==> config.mk <==
export PLATFORM = sky130hd
export DESIGN_NAME = sobel_stream_master_flat
export DESIGN_NICKNAME = d
export VERILOG_FILES = /design/src/rtl/sobel_stream_master_if.sv /design/src/rtl/sobel_stream_master.sv /design/src/flat_wrapper.sv
export SDC_FILE = /design/constraint.sdc
export NUM_CORES = 1
export LEC_CHECK = 0
export CAP_MARGIN = 0
export CORE_AREA = 2 2 135 137
export DETAILED_ROUTE_END_ITERATION = 16
export DIE_AREA = 0 0 137 139
export GPL_TIMING_DRIVEN = 0
export PLACE_DENSITY_LB_ADDON = 0.05
export REMOVE_ABC_BUFFERS = 1
export SKIP_LAST_GASP = 1
export SLEW_MARGIN = 20
export SYNTH_ARGS = -nofsm -noshare
export SYNTH_HDL_FRONTEND = slang
export SYNTH_SLANG_ARGS = --single-unit
==> constraint.sdc <==
create_clock -name i_clk -period 5.6 [get_ports i_clk]
set_input_delay 1.68 -clock i_clk [delete_from_list [all_inputs] [get_ports i_clk]]
set_output_delay 1.68 -clock i_clk [all_outputs]
set_load 0.02 [all_outputs]
==> src/rtl/sobel_stream_master_if.sv <==
`default_nettype none
// +-----------------------------------------------------------------------------+
// | Module   : sobel_stream_master_if                                           |
// | Purpose  : Source SRAM, rgb/avg stream and destination SRAM signal bundle.  |
// | Revision : 1.0  initial release                                             |
// +-----------------------------------------------------------------------------+
interface sobel_stream_master_if #(
  parameter int AW = 16
);
  logic          o_src_en;
  logic [AW-1:0] o_src_addr;
  logic [31:0]   i_src_data;
  logic          o_rgb_vld;
  logic [31:0]   o_rgb_data;
  logic          i_rgb_busy;
  logic          i_avg_vld;
  logic [31:0]   i_avg_data;
  logic          o_avg_busy;
  logic          o_dst_we;
  logic [AW-1:0] o_dst_addr;
  logic [31:0]   o_dst_data;

  modport master (
    output o_src_en, o_src_addr,
    input  i_src_data,
    output o_rgb_vld, o_rgb_data,
    input  i_rgb_busy,
    input  i_avg_vld, i_avg_data,
    output o_avg_busy,
    output o_dst_we, o_dst_addr, o_dst_data
  );

  modport slave (
    input  o_src_en, o_src_addr,
    output i_src_data,
    input  o_rgb_vld, o_rgb_data,
    output i_rgb_busy,
    output i_avg_vld, i_avg_data,
    input  o_avg_busy,
    input  o_dst_we, o_dst_addr, o_dst_data
  );
endinterface
`default_nettype wire

==> src/rtl/sobel_stream_master.sv <==
`default_nettype none
// +-----------------------------------------------------------------------------+
// | Module   : sobel_stream_master                                              |
// | Purpose  : Streams a frame from source SRAM to the filter rgb channel and   |
// |            writes filter avg results sequentially to destination SRAM.      |
// | Revision : 1.0  initial release                                             |
// +-----------------------------------------------------------------------------+
module sobel_stream_master #(
  parameter int IMG_W = 256,
  parameter int IMG_H = 256,
  parameter int AW    = 16
) (
  input  logic        i_clk,
  input  logic        i_rst,
  input  logic        i_start,
  output logic        o_busy,
  output logic        o_done,
  output logic [31:0] o_cycles,
  sobel_stream_master_if.master bus
);

  localparam logic [AW:0] c_N = (AW+1)'(IMG_W * IMG_H);

  typedef enum logic [1:0] {
    S_IDLE  = 2'd0,
    S_RUN   = 2'd1,
    S_DRAIN = 2'd2,
    S_DONE  = 2'd3
  } state_t;

  state_t      r_state;
  state_t      w_state_nxt;

  logic [AW:0] r_rd_cnt;
  logic [AW:0] r_tx_cnt;
  logic [AW:0] r_rx_cnt;
  logic [31:0] r_cycles;

  logic [31:0] r_fifo [2];
  logic        r_wr_ptr;
  logic        r_rd_ptr;
  logic [1:0]  r_occ;
  logic        r_inflight;

  logic        w_run;
  logic        w_active;
  logic [2:0]  w_pending;
  logic        w_src_en;
  logic        w_rgb_vld;
  logic        w_rgb_fire;
  logic        w_bypass;
  logic [31:0] w_rgb_data;
  logic        w_push;
  logic        w_pop;
  logic        w_avg_fire;
  logic [AW:0] w_tx_nxt;
  logic [AW:0] w_rx_nxt;
  logic        w_start_ok;

  // Datapath: prefetch control, FIFO head selection and handshake events.
  always_comb begin
    w_run      = (r_state == S_RUN);
    w_active   = w_run || (r_state == S_DRAIN);
    w_start_ok = (r_state == S_IDLE) && i_start;
    w_pending  = {1'b0, r_occ} + {2'b00, r_inflight};
    w_src_en   = w_run && (r_rd_cnt < c_N) && (w_pending < 3'd2);
    // Word returning from SRAM this cycle is visible at once when the FIFO is empty.
    w_rgb_vld  = w_run && ((r_occ != 2'd0) || r_inflight);
    w_bypass   = (r_occ == 2'd0);
    w_rgb_fire = w_rgb_vld && !bus.i_rgb_busy;
    w_rgb_data = '0;
    if (w_rgb_vld) begin
      w_rgb_data = w_bypass ? bus.i_src_data : r_fifo[r_rd_ptr];
    end
    w_pop      = w_rgb_fire && !w_bypass;
    w_push     = r_inflight && !(w_bypass && w_rgb_fire);
    w_avg_fire = bus.i_avg_vld && w_active;
    w_tx_nxt   = r_tx_cnt + {{AW{1'b0}}, w_rgb_fire};
    w_rx_nxt   = r_rx_cnt + {{AW{1'b0}}, w_avg_fire};
  end

  always_ff @(posedge i_clk) begin
    if (i_rst) begin
      r_state <= S_IDLE;
    end else begin
      r_state <= w_state_nxt;
    end
  end

  always_comb begin
    w_state_nxt    = r_state;
    o_busy         = w_active;
    o_done         = (r_state == S_DONE);
    o_cycles       = r_cycles;
    bus.o_src_en   = w_src_en;
    bus.o_src_addr = r_rd_cnt[AW-1:0];
    bus.o_rgb_vld  = w_rgb_vld;
    bus.o_rgb_data = w_rgb_data;
    bus.o_avg_busy = !w_active;
    bus.o_dst_we   = w_avg_fire;
    bus.o_dst_addr = '0;
    bus.o_dst_data = '0;
    if (w_avg_fire) begin
      bus.o_dst_addr = r_rx_cnt[AW-1:0];
      bus.o_dst_data = bus.i_avg_data;
    end
    case (r_state)
      S_IDLE:  if (i_start) w_state_nxt = S_RUN;
      S_RUN:   if (w_tx_nxt == c_N) w_state_nxt = S_DRAIN;
      S_DRAIN: if (w_rx_nxt == c_N) w_state_nxt = S_DONE;
      S_DONE:  w_state_nxt = S_IDLE;
      default: w_state_nxt = S_IDLE;
    endcase
  end

  always_ff @(posedge i_clk) begin
    if (i_rst) begin
      r_rd_cnt   <= '0;
      r_tx_cnt   <= '0;
      r_rx_cnt   <= '0;
      r_cycles   <= '0;
      r_wr_ptr   <= 1'b0;
      r_rd_ptr   <= 1'b0;
      r_occ      <= 2'd0;
      r_inflight <= 1'b0;
    end else begin
      r_inflight <= w_src_en;
      if (w_start_ok) begin
        r_rd_cnt <= '0;
        r_tx_cnt <= '0;
        r_rx_cnt <= '0;
        r_cycles <= '0;
      end else begin
        if (w_src_en) begin
          r_rd_cnt <= r_rd_cnt + {{AW{1'b0}}, 1'b1};
        end
        r_tx_cnt <= w_tx_nxt;
        r_rx_cnt <= w_rx_nxt;
        if (w_active && (r_cycles != 32'hFFFF_FFFF)) begin
          r_cycles <= r_cycles + 32'd1;
        end
      end
      if (w_push) begin
        r_wr_ptr <= ~r_wr_ptr;
      end
      if (w_pop) begin
        r_rd_ptr <= ~r_rd_ptr;
      end
      r_occ <= r_occ + {1'b0, w_push} - {1'b0, w_pop};
    end
  end

  // FIFO storage needs no reset: occupancy gates every read of it.
  always_ff @(posedge i_clk) begin
    if (w_push) begin
      r_fifo[r_wr_ptr] <= bus.i_src_data;
    end
  end

endmodule
`default_nettype wire
==> src/flat_wrapper.sv <==
// flat-port wrapper written by rule: the top's interface ports become plain ports
module sobel_stream_master_flat 
#(
  parameter int IMG_W = 256,
  parameter int IMG_H = 256,
  parameter int AW    = 16
)
  (i_clk, i_rst, i_start, o_busy, o_done, o_cycles, bus_o_src_en, bus_o_src_addr, bus_i_src_data, bus_o_rgb_vld, bus_o_rgb_data, bus_i_rgb_busy, bus_i_avg_vld, bus_i_avg_data, bus_o_avg_busy, bus_o_dst_we, bus_o_dst_addr, bus_o_dst_data);
  sobel_stream_master_if #(.AW(AW)) bus_i ();
  input  logic i_clk;
  input  logic i_rst;
  input  logic i_start;
  output logic o_busy;
  output logic o_done;
  output logic [31:0] o_cycles;
  output wire logic [$bits(bus_i.o_src_en)-1:0] bus_o_src_en;
  output wire logic [$bits(bus_i.o_src_addr)-1:0] bus_o_src_addr;
  input wire logic [$bits(bus_i.i_src_data)-1:0] bus_i_src_data;
  output wire logic [$bits(bus_i.o_rgb_vld)-1:0] bus_o_rgb_vld;
  output wire logic [$bits(bus_i.o_rgb_data)-1:0] bus_o_rgb_data;
  input wire logic [$bits(bus_i.i_rgb_busy)-1:0] bus_i_rgb_busy;
  input wire logic [$bits(bus_i.i_avg_vld)-1:0] bus_i_avg_vld;
  input wire logic [$bits(bus_i.i_avg_data)-1:0] bus_i_avg_data;
  output wire logic [$bits(bus_i.o_avg_busy)-1:0] bus_o_avg_busy;
  output wire logic [$bits(bus_i.o_dst_we)-1:0] bus_o_dst_we;
  output wire logic [$bits(bus_i.o_dst_addr)-1:0] bus_o_dst_addr;
  output wire logic [$bits(bus_i.o_dst_data)-1:0] bus_o_dst_data;
  assign bus_o_src_en = bus_i.o_src_en;
  assign bus_o_src_addr = bus_i.o_src_addr;
  assign bus_i.i_src_data = bus_i_src_data;
  assign bus_o_rgb_vld = bus_i.o_rgb_vld;
  assign bus_o_rgb_data = bus_i.o_rgb_data;
  assign bus_i.i_rgb_busy = bus_i_rgb_busy;
  assign bus_i.i_avg_vld = bus_i_avg_vld;
  assign bus_i.i_avg_data = bus_i_avg_data;
  assign bus_o_avg_busy = bus_i.o_avg_busy;
  assign bus_o_dst_we = bus_i.o_dst_we;
  assign bus_o_dst_addr = bus_i.o_dst_addr;
  assign bus_o_dst_data = bus_i.o_dst_data;
  sobel_stream_master #(.IMG_W(IMG_W), .IMG_H(IMG_H), .AW(AW)) u_core (.i_clk(i_clk), .i_rst(i_rst), .i_start(i_start), .o_busy(o_busy), .o_done(o_done), .o_cycles(o_cycles), .bus(bus_i));
endmodule
==> out/qor.csv, run 1 <==
stage,metric,value,unit
timing,Setup-failing EPs final,0,
layout,Area Growth Syn to Fin,35.13,%
clock_tree,Clock Latency Late Sink,0.43,ns
synthesis,#FFs+latches synth,155,
timing,WHS,0.4786,ns
placement,pre-CTS worst setup slack,-0.2473,ns
clock_tree,post-CTS setup buffer count,0,
setup_path,Critical Path Fanout Max,48,
synthesis,yosys warns,0,
synthesis,Syn Inst Count,773,
floorplanning,starting density of the core,0.4379,
timing,unrepaired setup endpoints after global routing,no,
timing,"Hold Vio Cnt, Final",0,
timing,fin worst setup slack,0.5836,ns
clock_tree,Post-CTS Resized,1,
setup_path,CP peak stage delay,0.65,ns
setup_path,type of origin of the critical path,input port,
global_route,GR met1 Demand/Resource,0.2459,
floorplanning,die area,0.01904,mm2
timing,setup TNS,0,ns
timing,Max Fclk,199.3,MHz
layout,post-route cell area,0.01045,mm2
synthesis,"EDFF count, synth",64,
setup_path,critical-path cell list,"buf_2, and2_1, ha_1, clkdlybuf4s50_1",
power_and_ir_drop,Sequential Power Share,0.382,
timing,Final min period,5.016,ns
synthesis,Main synth FF type,dfxtp_1,
power_and_ir_drop,Sw Ratio,0.3327,
global_route,antenna violations before repair,0,
flow_run,Max Cap Viol,0,
synthesis,sequential element share of the synthesized area,0.4841,
clock_tree,CTS sink count,155,
outcome,status,finished clean,
setup_path,"Data arrival, critical path",3.34,ns
global_route,first-pass GRT wire length,28750,um
synthesis,Synth cell types,68,
route,vias,6084,
setup_path,critical path class,in2out,
floorplanning,Cell Rows,49,
global_route,total congestion overflow,0,
power_and_ir_drop,Leakage,3.668,nW
global_route,busiest metal layer after global routing,met2,
floorplanning,I/O pins,203,
placement,post-placement cell count,1151,
global_route,grt met3 use,0.05482,
layout,Nets,1023,
power_and_ir_drop,combinational power share,0.293,
clock_tree,CTS max path bufs,2,
power_and_ir_drop,P_int,2.254,mW
synthesis,"Async S/R FF share, synth",0,
placement,Post-DP Area,0.009883,mm2
global_route,pin count of the biggest net entering global routing,68,
setup_path,Crit-path slowest cell,clkdlybuf4s50_1,
route,Iter 0 DRT Violations,299,
route,drt first pass iters,4,
clock_tree,CTS Root Buffer Type,clkbuf_16,
global_route,met2 GRT Util,0.2972,
placement,IO Port Bufs,202,
floorplanning,Die Ht,139,um
placement,HPWL Detailed,12540,um
power_and_ir_drop,Sw Pwr,1.124,mW
synthesis,Post-Syn Area,0.007732,mm2
timing,fin crit share,0.8958,
clock_tree,H-tree depth,4,
layout,Fillers,1485,
layout,fraction of layout cells with a size suffix above 1,0.07547,
setup_path,CP Data Required Time,3.92,ns
route,Detail Route Antenna Nets,0,
timing,Least-Margin Pin Slew,0.9743,ns
route,WL per Instance,15.14,um
layout,fin cells,1183,
timing,Slew Limit Headroom,0.3449,
floorplanning,Core Box Area,0.01766,mm2
route,Routed WL,17920,um
power_and_ir_drop,Clock power frac,0.326,
clock_tree,"CTS clk-pin slew, worst paths",0.06,ns
global_route,vias in the first global route,5847,
route,DR vias/cell,5.143,
synthesis,Synth Area per Inst,10.00,um2
timing,final max-slew violation count,0,
setup_path,Worst Setup End Kind,primary output,
power_and_ir_drop,Power Density,323.2,mW/mm2
route,DRC errors left,0,
global_route,Total GRT Usage,0.1876,
timing,Fin Clk Skew,0.005518,ns
min_path,HP Class,reg2reg,
clock_tree,CTS tree,yes,
power_and_ir_drop,Peak VDD IR,0.2372,mV
placement,gpl congestion,0.7922,
clock_tree,hold buffer count at CTS,0,
clock_tree,TritonCTS Buffers,17,
layout,diodes inserted,0,
floorplanning,Die Wd,137,um
routing by layer:
| layer | vias to the layer above | wire length (um) |
|---|---|---|
| met5 | - | 0 |
| met4 | 0 | 333 |
| met3 | 30 | 1235 |
| met2 | 155 | 8184 |
| met1 | 2833 | 8163 |
| li1 | 3066 | - |
power by group through the flow:
stage / logic, mW / registers (mW) / clock network [mW]
after floorplan: 0.533 / 1.32 / 0
after global placement: 0.937 / 1.31 / 0
after detailed placement: 1.00 / 1.31 / 0
after CTS: 1.00 / 1.29 / 1.13
after global routing: 1.07 / 1.30 / 1.18
final: 0.988 / 1.29 / 1.10
final timing paths:
path / startpoint / endpoint / slack [ns] / depth (start not counted)
min reg2reg: u_core.o_cycles[31] / u_core.o_cycles[31] / 0.48 / 2
max reg2reg: u_core.r_state[0] / u_core.r_state[1] / 1.70 / 12
min: u_core.o_cycles[31] / u_core.o_cycles[31] / 0.48 / 2
max: bus_i_avg_vld / bus_o_dst_addr[0] / 0.58 / 4
synth_stat cells (2+ instances only):
cell / count / area [um2]
nor2_1: 133 / 499.2
dfxtp_1: 91 / 1822
edfxtp_1: 64 / 1922
and3_1: 52 / 325.3
xnor2_1: 37 / 324.1
xor2_1: 36 / 315.3
mux2i_1: 35 / 350.3
nand2_1: 34 / 127.6
a211oi_1: 32 / 240.2
clkbuf_1: 29 / 108.9
nand3_1: 25 / 125.1
nand4_1: 22 / 137.6
buf_4: 20 / 150.1
inv_1: 19 / 71.32
ha_1: 13 / 162.7
a21oi_1: 12 / 60.06
and2_1: 11 / 68.82
nor3_1: 10 / 50.05
o21ai_0: 10 / 50.05
or3_1: 10 / 62.56
and4_1: 7 / 61.31
buf_1: 4 / 15.01
buf_2: 4 / 20.02
nor4_1: 4 / 25.02
a21o_1: 3 / 22.52
o31ai_1: 3 / 22.52
a211oi_2: 2 / 25.02
a2bb2oi_1: 2 / 17.52
and3_2: 2 / 15.01
nand2_2: 2 / 12.51
nand3_4: 2 / 35.03
nand4_2: 2 / 25.02
nor3_2: 2 / 20.02
nor4_2: 2 / 25.02
nor4_4: 2 / 42.54
o211ai_1: 2 / 15.01
or2_1: 2 / 12.51
area by class of cell:
| type | instances | area [um2] | share of cell area |
|---|---|---|---|
| Clock buffer | 17 | 425.4 | 0.04071 |
| Clock inverter | 15 | 145.1 | 0.01389 |
| Tap cell | 229 | 286.5 | 0.02742 |
| Inverter | 19 | 71.32 | 0.006826 |
| Multi-Input combinational cell | 541 | 3651 | 0.3494 |
| Timing Repair Buffer | 207 | 2125 | 0.2033 |
| Sequential cell | 155 | 3745 | 0.3584 |
cells in the final DEF, fill, tap and decap left out, types with 10 or more instances in the layout:
cell,n
clkdlybuf4s50_1,201
nor2_1,131
dfxtp_1,90
edfxtp_1,64
and3_1,52
xnor2_1,37
xor2_1,36
mux2i_1,35
nand2_1,33
a211oi_1,32
nand3_1,25
nand4_1,22
inv_1,19
clkbuf_16,17
a21oi_1,12
ha_1,12
and2_1,11
o21ai_0,10
or3_1,10
nor3_1,10
sequential cells by signal, summed over array words and instances (netlist names), named ones only:
signal and cells:
u_core.r_state 2, u_core.r_tx_cnt 17, u_core.r_rd_ptr 1, u_core.r_fifo 64
u_core.o_cycles 32, u_core.r_rx_cnt 17, u_core.r_inflight 1, u_core.r_rd_cnt 17
u_core.r_occ 2, u_core.r_wr_ptr 1
per-stage QoR:
stage	utilization	power, mW
finish	0.5918	3.377
global route	0.5918	3.547
CTS	0.5920	3.422
detailed placement	0.5597	2.315
global placement	0.5514	2.251
floorplan	-	1.849
logic make-up after synthesis:
group,count (synthesis),share of synthesized area
buf+inv,77,0.04870
xor+xnor,73,0.08269
mux,36,0.04725
compound gates,81,0.07961
fa+ha+maj,13,0.02104
simple gates,338,0.2366
flops,155,0.4841
worst max-delay path: cells and delay by family:
family,cells,cell delay (ns)
buf+inv,2,1.10
simple gates,1,0.26
fa+ha+maj,1,0.29
Power figures use the tool's default switching activity.
==> run 2: changes to the inputs <==
MAX_ROUTING_LAYER = met4   (was default)
==> out/qor.csv, run 2 (synthesized netlist as in run 1, its figures left out) <==
stage,metric,value,unit,change
setup_path,WP depth,4,,unchanged
setup_path,Worst Setup End Kind,primary output,,
timing,Slew Limit Headroom,0.3449,,unchanged
layout,fraction of layout cells with a size suffix above 1,0.07547,,unchanged
power_and_ir_drop,Pwr Total,3.378,mW,about the same
route,drt first pass iters,4,,unchanged
timing,final max-slew violation count,0,,unchanged
clock_tree,Post-CTS Resized,1,,unchanged
floorplanning,die area,0.01904,mm2,unchanged
setup_path,worst reg-to-reg path cell count,12,,unchanged
floorplanning,I/O pins,203,,unchanged
layout,Fillers,1485,,unchanged
clock_tree,hold buffer count at CTS,0,,unchanged
timing,"Hold Vio Cnt, Final",0,,unchanged
outcome,status,finished clean,,
floorplanning,Core Box Area,0.01766,mm2,unchanged
min_path,worst hold stages,2,,unchanged
global_route,pin count of the biggest net entering global routing,68,,unchanged
placement,HPWL Detailed,12540,um,unchanged
setup_path,Crit-path slowest cell,clkdlybuf4s50_1,,
floorplanning,Die Wd,137,um,unchanged
placement,post-placement cell count,1151,,unchanged
power_and_ir_drop,Peak VDD IR,0.2391,mV,+0.80%
floorplanning,Die Ht,139,um,unchanged
route,DR vias/cell,5.160,,+0.33%
clock_tree,CTS Root Buffer Type,clkbuf_16,,
clock_tree,Clock Latency Late Sink,0.43,ns,about the same
setup_path,critical path class,in2out,,
layout,Largest register FFs,64,,unchanged
setup_path,Worst path top cell family by delay,buffers and inverters,,
route,Routed WL,17920,um,about the same
timing,Least-Margin Pin Slew,0.9743,ns,+0.0000006557 ns
placement,gpl congestion,0.8034,,+1.4%
global_route,Total GRT Usage,0.1934,,+0.005825
global_route,total congestion overflow,0,,unchanged
placement,IO Port Bufs,202,,unchanged
route,Iter 0 DRT Violations,322,,+7.7%
route,Detail Route Antenna Nets,0,,unchanged
setup_path,"Data arrival, critical path",3.34,ns,about the same
timing,Fin Clk Skew,0.004928,ns,-0.0005900 ns
layout,Nets,1023,,unchanged
min_path,hold_sp,u_core.o_cycles[31],,
clock_tree,TritonCTS Buffers,17,,unchanged
timing,Setup-failing EPs final,0,,unchanged
setup_path,Critical Path Fanout Max,48,,unchanged
clock_tree,CTS sink count,155,,unchanged
timing,Max Fclk,199.2,MHz,about the same
layout,diodes inserted,0,,unchanged
setup_path,type of origin of the critical path,input port,,
power_and_ir_drop,Leakage,3.668,nW,unchanged
clock_tree,CTS tree,yes,,
timing,unrepaired setup endpoints after global routing,no,,
route,vias,6104,,+0.33%
power_and_ir_drop,Power Density,323.3,mW/mm2,about the same
clock_tree,"CTS clk-pin slew, worst paths",0.06,ns,about the same
setup_path,Bufs and invs on worst path,2,,unchanged
layout,Reg area,0.003745,mm2,unchanged
min_path,hold path endpoint,u_core.o_cycles[31],,
floorplanning,Cell Rows,49,,unchanged
clock_tree,CTS max path bufs,2,,unchanged
global_route,first-pass GRT wire length,28740,um,about the same
layout,Area Growth Syn to Fin,35.13,%,unchanged
timing,fin crit share,0.8965,,about the same
layout,Largest Register,u_core.r_fifo,,
global_route,antenna violations before repair,0,,unchanged
layout,multi-input logic area,0.003651,mm2,unchanged
setup_path,CP peak stage delay,0.65,ns,about the same
route,WL per Instance,15.15,um,about the same
setup_path,CP Data Required Time,3.92,ns,about the same
setup_path,RR Startpoint,u_core.r_state[0],,
setup_path,R2R Setup Slk,1.70,ns,about the same
layout,fin cells,1183,,unchanged
route,DRC errors left,0,,unchanged
global_route,vias in the first global route,5866,,+0.32%
setup_path,reg2reg end,u_core.r_state[1],,
clock_tree,H-tree depth,4,,unchanged
layout,"commonest cells after routing, fill and taps aside","clkdlybuf4s50_1, nor2_1, dfxtp_1",,
floorplanning,starting density of the core,0.4379,,unchanged
clock_tree,post-CTS setup buffer count,0,,unchanged
layout,"commonest non-fill, non-tap cell in the layout",clkdlybuf4s50_1,,
setup_path,critical-path cell list,"buf_2, and2_1, ha_1, clkdlybuf4s50_1",,
flow_run,Max Cap Viol,0,,unchanged
min_path,HP Class,reg2reg,,
timing,Final min period,5.021,ns,+0.004108 ns
==> run 2: cell counts in the layout (fill, tap and decap cells not counted) <==
No cell type changed its count.
==> run 2: worst min-delay path: cells and delay by family, from the launching register on <==
kind | cells | cell delay, ns
AND/OR/NAND/NOR | 2 | 0.11
flip-flops | 1 | 0.33
==> run 2: worst max-delay path by stage <==
stage                    start            endpoint  slack, ns
2_1_floorplan  u_core.r_occ[1]   bus_o_rgb_data[0]       0.82
3_3_place_gp   u_core.r_occ[1]  bus_o_rgb_data[22]      -1.01
3_5_place_dp     bus_i_avg_vld   bus_o_dst_addr[0]      -0.25
4_1_cts          bus_i_avg_vld   bus_o_dst_addr[0]       0.03
5_1_grt          bus_i_avg_vld   bus_o_dst_addr[0]       0.46
6_report         bus_i_avg_vld   bus_o_dst_addr[0]       0.58
==> run 2: through the flow <==
step           setup slack (ns)  hold slack, ns  instance area [um2]  utilization  TNS, ns
5_1_grt                  0.4578          0.5192                10450       0.5918        0
2_1_floorplan            0.8218          0.4782                 7427            -        0
6_report                 0.5795          0.4777                10450       0.5918        0
4_1_cts                 0.02952          0.4840                10450       0.5920        0
3_5_place_dp            -0.2473          0.4749                 9883       0.5597  -0.2473
3_3_place_gp             -1.014          0.4613                 9736       0.5514   -29.46
==> run 2: cell type report <==
class / count / area share
Inverter: 19 / 0.006826
Tap cell: 229 / 0.02742
Multi-Input combinational cell: 541 / 0.3494
Timing Repair Buffer: 207 / 0.2033
Clock inverter: 15 / 0.01389
Sequential cell: 155 / 0.3584
Clock buffer: 17 / 0.04071
==> run 2: routing by layer <==
layer / global-route usage / up-vias / wire length, um
li1: - / 3062 / -
met1: 0.2480 / 2844 / 8166
met2: 0.2977 / 167 / 8225
met3: 0.05190 / 31 / 1181
met4: 0.06023 / 0 / 348
met5: - / - / 0
==> run 2: power by group <==
part	switching (mW)	leakage, nW	internal [mW]
clock	0.510	0.276	0.590
sequential	0.0352	1.31	1.25
combinational	0.579	2.08	0.409
